`src/rtl/bus_sched_pkg.sv`:
```
// bus_sched_pkg: shared types and constants for the round-robin bus scheduler.
package bus_sched_pkg;
  localparam int ID_W = 8;
  localparam logic [ID_W-1:0] BROADCAST_ID = 8'hFF;
  typedef enum logic [1:0] {IDLE, GRANT, DELIVER} sched_state_t;
  typedef enum logic [1:0] {UNICAST, BCAST, DROP} dst_class_t;
endpackage

```
`src/rtl/rr_arbiter.sv`:
```
// rr_arbiter: combinational round-robin pick of the first request strictly after last.
module rr_arbiter #(
  parameter int N = 5,
  localparam int LW = N > 1 ? $clog2(N) : 1
) (
  input  logic [N-1:0]  req,
  input  logic [LW-1:0] last,
  output logic [LW-1:0] gnt_idx,
  output logic          any
);
  logic [2*N-1:0] dbl;
  logic [2*N-1:0] masked;
  always_comb begin
    dbl = {req, req};
    masked = '0;
    gnt_idx = '0;
    for (int j = 0; j < 2*N; j++)
      masked[j] = dbl[j] && (j > int'(last)) && (j <= int'(last) + N);
    // scan downward so the lowest masked position wins
    for (int j = 2*N-1; j >= 0; j--)
      if (masked[j]) gnt_idx = LW'(j >= N ? j - N : j);
  end
  assign any = |req;
endmodule

```
`src/rtl/bus_rr_sched.sv`:
```
// bus_rr_sched: round-robin packet mover from source FIFOs to addressed or broadcast receive FIFOs.
module bus_rr_sched
  import bus_sched_pkg::*;
#(
  parameter int drvrs = 5,
  parameter int pckg_sz = 32,
  parameter logic [ID_W-1:0] broadcast = BROADCAST_ID
) (
  input  logic                            clk,
  input  logic                            reset,
  input  logic [drvrs-1:0]                pndng,
  input  logic [drvrs-1:0][pckg_sz-1:0]   D_pop,
  output logic [drvrs-1:0]                pop,
  input  logic [drvrs-1:0]                full,
  output logic [drvrs-1:0]                push,
  output logic [drvrs-1:0][pckg_sz-1:0]   D_push,
  output logic                            busy,
  output logic [31:0]                     pkt_cnt,
  output logic [15:0]                     drop_cnt
);
  localparam int GW = drvrs > 1 ? $clog2(drvrs) : 1;
  sched_state_t state_q, state_d;
  logic [GW-1:0] gnt_q, gnt_d, last_q, last_d, arb_idx;
  logic [pckg_sz-1:0] pkt_q, pkt_d;
  logic [drvrs-1:0] mask_q, mask_d, pop_q, pop_d, push_q, push_d, new_mask;
  logic [31:0] pkt_cnt_q, pkt_cnt_d;
  logic [15:0] drop_cnt_q, drop_cnt_d;
  logic [ID_W-1:0] dst;
  logic arb_any;
  dst_class_t cls;

  rr_arbiter #(.N(drvrs)) u_arb (
    .req(pndng), .last(last_q), .gnt_idx(arb_idx), .any(arb_any)
  );

  always_comb begin
    dst = D_pop[gnt_q][pckg_sz-1 -: ID_W];
    // a broadcast with nobody else on the bus has no target and is dropped
    cls = (int'(dst) < drvrs && dst != ID_W'(gnt_q)) ? UNICAST :
          (dst == broadcast && ~(drvrs'(1) << gnt_q) != '0) ? BCAST : DROP;
    new_mask = cls == UNICAST ? drvrs'(1) << dst :
               cls == BCAST   ? ~(drvrs'(1) << gnt_q) : '0;
    state_d = state_q;
    gnt_d = gnt_q;
    last_d = last_q;
    pkt_d = pkt_q;
    mask_d = mask_q;
    pop_d = '0;
    push_d = '0;
    pkt_cnt_d = pkt_cnt_q;
    drop_cnt_d = drop_cnt_q;
    case (state_q)
      IDLE: if (arb_any) begin
        state_d = GRANT;
        gnt_d = arb_idx;
        last_d = arb_idx;
        pop_d = drvrs'(1) << arb_idx;
      end
      GRANT: begin
        pkt_d = D_pop[gnt_q];
        mask_d = new_mask;
        if (cls == DROP) begin
          state_d = IDLE;
          drop_cnt_d = drop_cnt_q == 16'hFFFF ? drop_cnt_q : drop_cnt_q + 16'd1;
        end else begin
          state_d = DELIVER;
          if ((full & new_mask) == '0) begin
            push_d = new_mask;
            pkt_cnt_d = pkt_cnt_q + 32'd1;
          end
        end
      end
      DELIVER: if (push_q != '0) state_d = IDLE;
        else if ((full & mask_q) == '0) begin
          push_d = mask_q;
          pkt_cnt_d = pkt_cnt_q + 32'd1;
        end
      default: state_d = IDLE;
    endcase
  end

  always_ff @(posedge clk or negedge reset) begin
    if (!reset) begin
      state_q <= IDLE;
      gnt_q <= '0;
      last_q <= GW'(drvrs - 1);
      pkt_q <= '0;
      mask_q <= '0;
      pop_q <= '0;
      push_q <= '0;
      pkt_cnt_q <= '0;
      drop_cnt_q <= '0;
    end else begin
      state_q <= state_d;
      gnt_q <= gnt_d;
      last_q <= last_d;
      pkt_q <= pkt_d;
      mask_q <= mask_d;
      pop_q <= pop_d;
      push_q <= push_d;
      pkt_cnt_q <= pkt_cnt_d;
      drop_cnt_q <= drop_cnt_d;
    end
  end

  assign pop = pop_q;
  assign push = push_q;
  assign D_push = {drvrs{pkt_q}};
  assign busy = state_q != IDLE;
  assign pkt_cnt = pkt_cnt_q;
  assign drop_cnt = drop_cnt_q;
endmodule

```
`config.mk`:
```
export PLATFORM = sky130hd
export DESIGN_NAME = bus_rr_sched
export DESIGN_NICKNAME = d
export VERILOG_FILES = /design/src/rtl/bus_sched_pkg.sv /design/src/rtl/rr_arbiter.sv /design/src/rtl/bus_rr_sched.sv
export SDC_FILE = /design/constraint.sdc
export NUM_CORES = 1
export LEC_CHECK = 0
export ABC_AREA = 1
export CAP_MARGIN = 20
export CORE_AREA = 5 5 147 149
export DETAILED_ROUTE_END_ITERATION = 8
export DIE_AREA = 0 0 152 154
export PLACE_DENSITY = 0.84
export RECOVER_POWER = 25
export SYNTH_ARGS = -nofsm -noshare
export SYNTH_HDL_FRONTEND = slang
export SYNTH_SLANG_ARGS = --single-unit
```
`constraint.sdc`:
```
create_clock -name clk -period 5.7 [get_ports clk]
set_clock_uncertainty 0.2 [all_clocks]
set_input_delay 0.57 -clock clk [delete_from_list [all_inputs] [get_ports clk]]
set_output_delay 0.57 -clock clk [all_outputs]
set_load 0.005 [all_outputs]
```
Word-level counts from Yosys, hierarchy flattened:

Index checks and enable logic that the tools add are counted.

* register bits after elaboration: 103
* input bits: 172
* output and inout port bits: 219

* add/sub/neg operators: 3
* order comparisons: 18
* equality and inequality tests: 13
* shift operators: 3
* muxes and demuxes: 31
* bitwise logic cells: 4
* reductions and logical operators: 31

Operator list (count)
* $mux 32: 5
* $le 4x32->1 const A: 4
* $bmux 32 s3: 1
* $le 3x32->1 const A: 2
* $le 5x32->1 const A: 2
* $pmux 32 s2: 1
* $mux 5: 8
* $add 32x1->32 const B: 1
* $le 2x32->1 const A: 1
* $mux 3: 9
* $logic_and 1x1->1: 18
* $add 16x1->16 const B: 1
* $eq 16x16->1 const B: 1
* $gt 3x3->1 const A: 4
* $ne 2x2->1 const B: 6
* $and 5x5->5: 2
* $logic_not 5->1: 2
* $mux 2: 5
* $pmux 5 s2: 1
* $reduce_bool 5->1: 2
* $shl 1x3->5 const A: 2
* $eq 8x8->1 const B: 1
* $lt 8x3->1 const B: 1
* $ne 8x3->1: 1
* other kinds (16): 22

Logic depth before layout (Yosys ltp):

Gate-level depths: netlist of the first run.

* depth in word-level cells: 15
* depth in mapped cells: 22

By module:

A second synthesis of the first run with hierarchy kept.

* cells, all modules: 1150
* area total of the unflattened synthesis: 7807.5 µm²

Modules (own cells, without submodules)
* bus_rr_sched: instances 1, cells an instance 1083, area an instance 7478.4 µm², sequential area each 2528.7 µm²
* rr_arbiter: instances 1, cells an instance 67, area an instance 329.1 µm², sequential area each 0.0 µm²

Worst setup path before layout of the first run:

OpenSTA, ideal clock, no wires.

* path kind: flip-flop to flip-flop
* start point: reg gnt_q[1]
* end point: reg pkt_cnt_q[7] (netlist: pkt_cnt[7])
* library setup time: 0.117 ns
* arrival time: 2.345 ns
* data required time: 5.383 ns
* path slack: 3.038 ns
* cell stages (with the launch flop): 18
* buffers on the path: 4
* period minus slack after synthesis: 2.662 ns
* cell sequence: dfrtp_1 buf_4 inv_2 clkbuf_1 clkbuf_1 ha_1 nand2_1 nand3_1 nand2_1 nand3_1 nand2_2 nor2_4 nand2_4 nand2_4 nand2_8 buf_12 nand2_1 nand2_1

* word-level cells in the longest chain between the ends: 13
* elaborated cells between the ends (all ways): 23

RTL lines
* from (decl): line bus_rr_sched.sv:23 `logic [GW-1:0] gnt_q, gnt_d, last_q, last_d, arb_idx;`
* from (signal assigned): line bus_rr_sched.sv:95 `gnt_q <= gnt_d;`
* parallel branches: the longest is 12 deep, another holds $lt 8x3->1
* $reduce_and 5->1 (no line) (*)
* to (signal assigned): line bus_rr_sched.sv:101 `pkt_cnt_q <= pkt_cnt_d;`
* to (decl): line bus_rr_sched.sv:26 `logic [31:0] pkt_cnt_q, pkt_cnt_d;`

Every way passes the cells marked *. The select of a mux whose other input is x is not followed.
A chain may end at the register's enable or synchronous reset.

Worst setup path after layout of the first run:

* start point: reg gnt_q[0]
* end point: reg drop_cnt_q[5] (netlist: drop_cnt[5])

* word-level cells in the longest chain between the ends: 8
* elaborated cells between the ends (all ways): 14

RTL lines
* parallel branches: the longest is 5 deep, another holds $lt 8x3->1
* $mux 2 (*): line bus_rr_sched.sv:39 `cls = (int'(dst) < drvrs && dst != ID_W'(gnt_q)) ? UNICAST :`
* $eq 2x2->1 (*): line bus_rr_sched.sv:62 `if (cls == DROP) begin`
* $reduce_and 3->1 (no line) (*)
* to (signal assigned): line bus_rr_sched.sv:102 `drop_cnt_q <= drop_cnt_d;`
* to (decl): line bus_rr_sched.sv:27 `logic [15:0] drop_cnt_q, drop_cnt_d;`

Marks and branches as above.

==> results.txt, run 1 <==
----------------------------------------------------
[Finish]
  P&R area growth vs syn ... 43.0%
  Inserted Diodes ... 0
  Net count, final ... between 1500 and 2000
  Final Instance Area ... between 10000 and 15000 um2
  Layout cell share with drive strength beyond 1 ... 0.0377
  Filler instances ... between 1500 and 2000
  Utilization after layout ... 0.553

[Synth]
  Simple-gate share of the synthesized area ... 0.309
  Yosys warns ... 0
  Top cells by area, synth ... dfrtp_1 32%, buf_4 13%, nand2_1 13%
  Main combinational cell family by area after synthesis ... simple AND/OR/NAND/NOR gates
  Area share of the largest cell type after synthesis ... 0.323
  Xor/xnor share of the synthesized area ... 0.0509
  Number of synthesized register bits ... around 100
  Ys async rst share ... 1.00
  Post-Syn Area per Cell ... a little over 7 um2
  Proportion of synthesized area in mux cells ... 0
  Primary FF master, synth ... dfrtp_1
  Post-synthesis compound-gate area fraction ... 0.109
  Post-synthesis instance area ... 7750 um2
  Synthesized instance count ... 1092
  Fraction of the yosys area taken by sequential cells ... 0.326
  Unique cell type count in the Yosys netlist ... 46
  Number of flops mapped to enable cells by yosys ... 0
  Post-synthesis cell type with the largest combined area ... dfrtp_1
  Number of nets in the synthesized netlist ... between 1000 and 1500
  Synthesized-area fraction occupied by adder cells ... 0.0178

[Timing]
  Slew margin rel. ... -0.993
  Tmin final ... around 4.0 ns
  Transition time at the pin with the least slew margin ... between 2 and 3 ns
  Share of the clock period used by the worst path after layout ... 0.703
  Aggregate negative setup slack ... 0 ns
  Final hold violations ... 0
  Maximum clock frequency ... roughly 0.25 GHz
  Number of max-slew violations in the final report ... slightly above 50
  Number of setup violations in the final report ... 0
  RSZ-0062 raised after global routing ... no

[Floorplanning]
  Vertical extent of the die ... 154 um
  IO Count ... ~400
  Starting Density ... 0.387
  Core ar. ... roughly 20000 um2
  Die width ... approximately 150 um
  Area enclosed by the die boundary ... 23400 um2
  Number of cell rows ... between 50 and 60

[Routing]
  Number of nets still failing antenna checks after routing ... 0
  Initial detailed-routing violation count ... 690
  Average wire length per cell after detail routing ... between 15 and 20 um
  Drt via density ... between 5 and 6
  Total Wirelength ... approximately 29000 um
  Drt first pass iters ... 6
  Detailed-route DRC error count ... 0
  DR vias ... a little over 8000

[Critical path]
  Largest fanout of any net on the critical path ... 65
  Crit-path most repeated cell ... nand2_1
  Critical Path End Type ... register
  Number of cells on the critical path ... 16
  Worst path cell trace ... buf_4 -> nor2_4 -> nand2_4 -> inv_2 -> nand2_1 -> nand2_1 -> nand2_1 -> nand2_1 -> nand3_2 -> inv_2 -> nor2_4 -> nor2_1 -> nand3_1 -> nor3_1 -> nand3_1 -> xor2_1
  Startpoint of the lowest-slack register-to-register path ... gnt_q[0]
  Worst setup path end ... drop_cnt[5]
  Largest delay share family, worst path ... simple AND/OR/NAND/NOR gates
  Reg-to-reg setup timing slack ... 1.69 ns
  Slowest-stage cell, CP ... dfrtp_2
  CP Launch Type ... register
  Buf/Inv on CP ... 3
  Critical path class ... reg -> reg
  Arrival time at the worst endpoint ... 4.05 ns
  Startpoint of the most critical setup path ... gnt_q[0]
  R2R cell count ... 16
  Worst reg2reg path endpoint ... drop_cnt[5]
  Delay of the slowest cell on the worst path ... ~0.47 ns
  Required time worst endpoint ... around 5.7 ns

[Run status]
  Result of the run ... complete, but fails checks
  Violations in the final reports ... max-capacitance violations, max-slew violations

[Clocking]
  Number of buffers inserted during clock tree synthesis ... 9
  Post-CTS setup buffer count ... 0
  Count of clock tree sinks ... 101
  Maximum buffer depth of the clock tree ... 2
  Buffer cell driving the clock tree root ... clkbuf_16
  Clock-pin slew on the worst setup and hold paths ... 0.07 ns
  Hold Buf Count CTS ... 0
  Clock latency of the later-clocked register in the worst-skew pair ... 0.36 ns
  Depth of the CTS H-tree ... 3
  Resized Gates After CTS ... 0
  CTS tree ... done

[Placement]
  Instance area at placement ... ~11000 um2
  Final estimated routing congestion in global placement ... between 0.9 and 1
  Number of buffers added on ports ... 390
  HPWL reported at the end of detailed placement ... about 22000 um

[Global route]
  All-layer global routing usage ... 0.233
  Antenna violations before repair ... 0
  Global-route wire length before repair ... between 40000 and 50000 um
  Pin count of the biggest net entering global routing ... 70
  Overall overflow remaining after global route ... 0
  Number of global-route vias before repair ... about 7900

[Worst hold path]
  Hold crit path type ... reg -> reg

[Power]
  Worst VDD drop ... around 0.00031 V
  Power per Cell Area ... 477 nW/um2
  Static leakage power ... 4.80 nW

[Run]
  Max Cap Violations ... 1

----------------------------------------------------
## worst min-delay path by stage
stage              start           to  cells past startpoint
3_5_place_dp   mask_q[0]    mask_q[0]                      2
3_3_place_gp   mask_q[2]    mask_q[2]                      2
4_1_cts            reset  pkt_cnt[10]                      1
5_1_grt        mask_q[2]    mask_q[2]                      2
2_1_floorplan      reset  drop_cnt[0]                      0
6_report       mask_q[0]    mask_q[0]                      2
## cells in the mapped netlist, types with 5 or more instances
cell type	n
ha_1	11
buf_2	6
o22ai_1	25
nor2_4	5
dfrtp_1	100
xnor2_1	16
xor2_1	29
nor2_1	134
clkbuf_1	24
a21oi_1	12
nand4_1	15
o21ai_0	65
nand2_1	276
nor4_1	8
buf_4	138
a31oi_1	28
inv_2	8
inv_1	47
nor3_1	19
nand3_1	87
## where the power goes
group / total, mW / switching [mW] / internal (mW)
sequential: 1.27 / 0.345 / 0.929
combinational: 3.36 / 1.73 / 1.64
clock: 0.654 / 0.296 / 0.358
total: 5.29 / 2.37 / 2.92
## state kept, by name, indices dropped and copies added (netlist names)
name	count
pkt_cnt	32
gnt_q	3
pkt_q	32
last_q	1
mask_q	5
drop_cnt	16
pop	5
state_q	2
push	5
## cells in the final DEF (no fill, tap or decap), types with 3 or more instances in the layout
cell | Yosys | final
nor2_4 | 5 | 5
nand2_2 | 4 | 4
ha_1 | 11 | 10
nor2_1 | 134 | 134
xor2_1 | 29 | 29
inv_1 | 47 | 47
a31oi_1 | 28 | 28
clkbuf_16 | 0 | 9
inv_2 | 8 | 8
xnor2_1 | 16 | 16
nor4_1 | 8 | 8
buf_4 | 138 | 3
o22ai_1 | 25 | 25
nor3_1 | 19 | 19
nand3_1 | 87 | 87
dfrtp_1 | 100 | 99
o21ai_0 | 65 | 65
nand4_1 | 15 | 15
o211ai_1 | 3 | 3
dlygate4sd3_1 | 0 | 4
clkdlybuf4s50_1 | 0 | 385
nand2_1 | 276 | 276
nand2_4 | 3 | 3
a21oi_1 | 12 | 12
## worst reg2reg max path, delay by kind of cell (launching register included)
kind,cells,cell delay [ns]
XOR/XNOR,1,0.16
buffers and inverters,3,0.83
AND/OR/NAND/NOR,12,2.22
flip-flops,1,0.47
## layer usage
metal  track usage  up-vias  wire [um]
met5             0        -          0
met2         0.396      465      13600
met4        0.0578        0        611
met1         0.301     3744      11900
met3        0.0542       54       2460
li1              -     3910          -
## cell type report
| type | instances | area [um2] | share of cell area |
|---|---|---|---|
| Timing Repair Buffer | 394 | 3930 | 0.354 |
| Multi-Input combinational cell | 760 | 3770 | 0.340 |
| Sequential cell | 101 | 2530 | 0.228 |
| Tap cell | 270 | 338 | 0.0305 |
| Clock buffer | 10 | 239 | 0.0216 |
| Inverter | 57 | 216 | 0.0195 |
| Clock inverter | 5 | 67.6 | 0.00610 |
## kinds of logic (layout without fill, tap and decap cells)
| group | count (synthesis) | in the layout |
|---|---|---|
| buf+inv | 231 | 466 |
| fa+ha+maj | 11 | 11 |
| compound gates | 146 | 146 |
| flops | 101 | 101 |
| xor+xnor | 45 | 45 |
| simple gates | 558 | 558 |
## metrics by stage
step / hold WS, ns / total power [mW] / setup slack [ns] / std cells
after floorplan: 0.0744 / 3.48 / 3.04 / 1092
after global placement: 0.292 / 4.56 / 1.97 / 1582
after detailed placement: 0.300 / 4.65 / 1.74 / 1582
after CTS: 0.0832 / 5.32 / 1.71 / 1597
after global routing: 0.345 / 5.69 / 0.995 / 1597
final: 0.321 / 5.29 / 1.69 / 1597
Note: power is estimated with default switching activity, not from simulation.
==> run 2: changes to the inputs <==
Settings changed: CORE_AREA 5 5 147 149 to default, CORE_MARGIN from default to 5, CORE_UTILIZATION from default to 37, DIE_AREA 0 0 152 154 to default.
Clock period 5.7 ns to 3.3 ns, I/O delays scaled along.
==> run 2 against run 1 <==
Against the previous run: the run still ends with max-capacitance violations, max-slew violations left; critical path type unchanged; wire length is 1.7% lower; fmax is 33% higher; highest routed layer unchanged; final cell count is 1.3% higher; power is 75% higher; design area is 1.4% higher; hold slack hardly changed; combinational power is 76% higher.
==> results.txt, run 2 (same netlist as run 1, synthesis figures left out) <==
----------------------------------------------------
[Timing]
  Aggregate negative setup slack ... 0 ns (unchanged)
  RSZ-0062 raised after global routing ... no (unchanged)
  Final hold violations ... 0 (unchanged)
  Share of the clock period used by the worst path after layout ... 0.913 (was 0.703)
  Tmin final ... 3.01 ns (was 4.01 ns)
  Transition time at the pin with the least slew margin ... 1.62 ns (was 2.99 ns)
  Number of setup violations in the final report ... 0 (unchanged)
  Maximum clock frequency ... 0.332 GHz (was 0.250 GHz)
  Slew margin rel. ... -0.0825 (was -0.993)
  Number of max-slew violations in the final report ... 62 (was 51)

[Power]
  Worst VDD drop ... 0.000539 V (was 0.000308 V)
  Power per Cell Area ... 824 nW/um2 (was 477 nW/um2)
  Static leakage power ... 4.88 nW (was 4.80 nW)

[Worst hold path]
  Hold crit path type ... reg -> reg (unchanged)

[Floorplanning]
  Number of cell rows ... 53 (was 52)
  IO Count ... 391 (unchanged)
  Core ar. ... 20800 um2 (was 20000 um2)
  Starting Density ... 0.372 (was 0.387)
  Area enclosed by the die boundary ... 23900 um2 (was 23400 um2)
  Die width ... 155 um (was 152 um)
  Vertical extent of the die ... 155 um (was 154 um)

[Routing]
  DR vias ... 8350 (was 8173)
  Drt first pass iters ... 5 (was 6)
  Number of nets still failing antenna checks after routing ... 0 (unchanged)
  Total Wirelength ... 28100 um (was 28600 um)
  Initial detailed-routing violation count ... 731 (was 690)
  Detailed-route DRC error count ... 0 (unchanged)
  Average wire length per cell after detail routing ... 17.4 um (was 17.9 um)
  Drt via density ... 5.16 (was 5.12)

[Clocking]
  Buffer cell driving the clock tree root ... clkbuf_16 (unchanged)
  Clock-pin slew on the worst setup and hold paths ... 0.07 ns (about the same)
  Number of buffers inserted during clock tree synthesis ... 9 (unchanged)
  Depth of the CTS H-tree ... 3 (unchanged)
  Maximum buffer depth of the clock tree ... 2 (unchanged)
  CTS tree ... done (unchanged)
  Count of clock tree sinks ... 101 (unchanged)
  Clock latency of the later-clocked register in the worst-skew pair ... 0.35 ns (was 0.36 ns)
  Post-CTS setup buffer count ... 0 (unchanged)

[Finish]
  Inserted Diodes ... 0 (unchanged)
  Most frequent cells in the layout ... 385 x clkdlybuf4s50_1, 276 x nand2_1, 133 x nor2_1 (was 385 x clkdlybuf4s50_1, 276 x nand2_1, 134 x nor2_1)
  P&R area growth vs syn ... 45.0% (was 43.0%)
  Leading cell type in the layout, fill and taps excluded ... clkdlybuf4s50_1 (unchanged)
  Final Instance Area ... 11200 um2 (was 11100 um2)
  Layout cell share with drive strength beyond 1 ... 0.0514 (was 0.0377)
  Net count, final ... 1521 (was 1506)

[Critical path]
  Required time worst endpoint ... 3.39 ns (was 5.74 ns)
  Critical Path End Type ... register (unchanged)
  CP Launch Type ... register (unchanged)
  Largest fanout of any net on the critical path ... 30 (was 65)
  Arrival time at the worst endpoint ... 3.11 ns (was 4.05 ns)
  Critical path class ... reg -> reg (unchanged)

[Placement]
  Instance area at placement ... 10900 um2 (was 10800 um2)
  Final estimated routing congestion in global placement ... 0.937 (was 0.922)
  HPWL reported at the end of detailed placement ... 22300 um (was 22200 um)
  Number of buffers added on ports ... 390 (unchanged)

[Global route]
  Global-route wire length before repair ... 43500 um (was 44700 um)
  Number of global-route vias before repair ... 7987 (was 7948)
  All-layer global routing usage ... 0.225 (was 0.233)
  Antenna violations before repair ... 0 (unchanged)
  Pin count of the biggest net entering global routing ... 64 (was 70)
  Overall overflow remaining after global route ... 0 (unchanged)

[Run]
  Max Cap Violations ... 1 (unchanged)

[Run status]
  Violations in the final reports ... max-capacitance violations, max-slew violations (unchanged)
  Result of the run ... complete, but fails checks (unchanged)

----------------------------------------------------
run 2: stage by stage:
step | util | hold WS [ns] | setup slack, ns | std cells | power, mW
finish | 0.540 | 0.321 | 0.286 | 1618 | 9.26
global route | 0.540 | 0.335 | 0.0182 | 1618 | 9.93
CTS | 0.539 | 0.318 | 0.102 | 1618 | 9.29
detailed placement | 0.524 | 0.280 | 0.0550 | 1601 | 8.14
global placement | 0.524 | 0.269 | 0.166 | 1601 | 8.02
floorplan | - | -0.166 | 0.638 | 1092 | 6.01
run 2: power breakdown:
group | total (mW) | switching [mW] | leakage [nW] | internal, mW
Sequential | 2.24 | 0.631 | 1.30 | 1.60
Clock | 1.11 | 0.505 | 0.147 | 0.604
Combinational | 5.91 | 2.98 | 3.43 | 2.94
Total | 9.26 | 4.11 | 4.88 | 5.15
run 2: worst paths after layout:
| check | from | endpoint | slack, ns | cells after the start |
|---|---|---|---|---|
| max | gnt_q[0] | pkt_cnt[8] | 0.29 | 19 |
| min | drop_cnt[12] | drop_cnt[12] | 0.32 | 1 |
| max reg2reg | gnt_q[0] | pkt_cnt[8] | 0.29 | 19 |
| min reg2reg | drop_cnt[12] | drop_cnt[12] | 0.32 | 1 |
| max in group asynchronous | reset | last_q[2] | 1.16 | 3 |
| min in group asynchronous | reset | pkt_cnt[20] | 0.72 | 2 |
run 2: what timing repair did:
item / CTS / global route
hold endpoints to repair: 61 / 0
resized for setup: 0 / 6
hold buffers: 1 / 0
setup endpoints to repair: 0 / 38
run 2: worst max-delay path: stages, from the launching register on:
cell	delay, ns
dfrtp_2	0.46
buf_4	0.22
nand2_1	0.08
nand3_1	0.09
nand3_1	0.12
nand2_1	0.14
nor2_1	0.17
nor2_1	0.07
inv_1	0.05
nand2_1	0.07
nor2_4	0.13
nand2_2	0.07
nand3_1	0.08
nand2_2	0.06
nor2_4	0.19
nand2_4	0.07
nand2_4	0.10
buf_4	0.33
nand3_1	0.13
nand2_1	0.09
run 2: routing by layer:
metal,track usage,share of wire,up-vias
met5,0,0,-
met4,0.0673,0.021,0
met3,0.0375,0.077,42
met2,0.382,0.48,432
met1,0.294,0.42,3921
li1,-,-,3955
run 2: area by class of cell:
type	count	area, um2
Clock buffer	10	229
Clock inverter	6	77.6
Sequential cell	101	2530
Multi-Input combinational cell	760	3780
Timing Repair Buffer	409	4060
Tap cell	275	344
Inverter	57	219
Fill cell	1968	9580
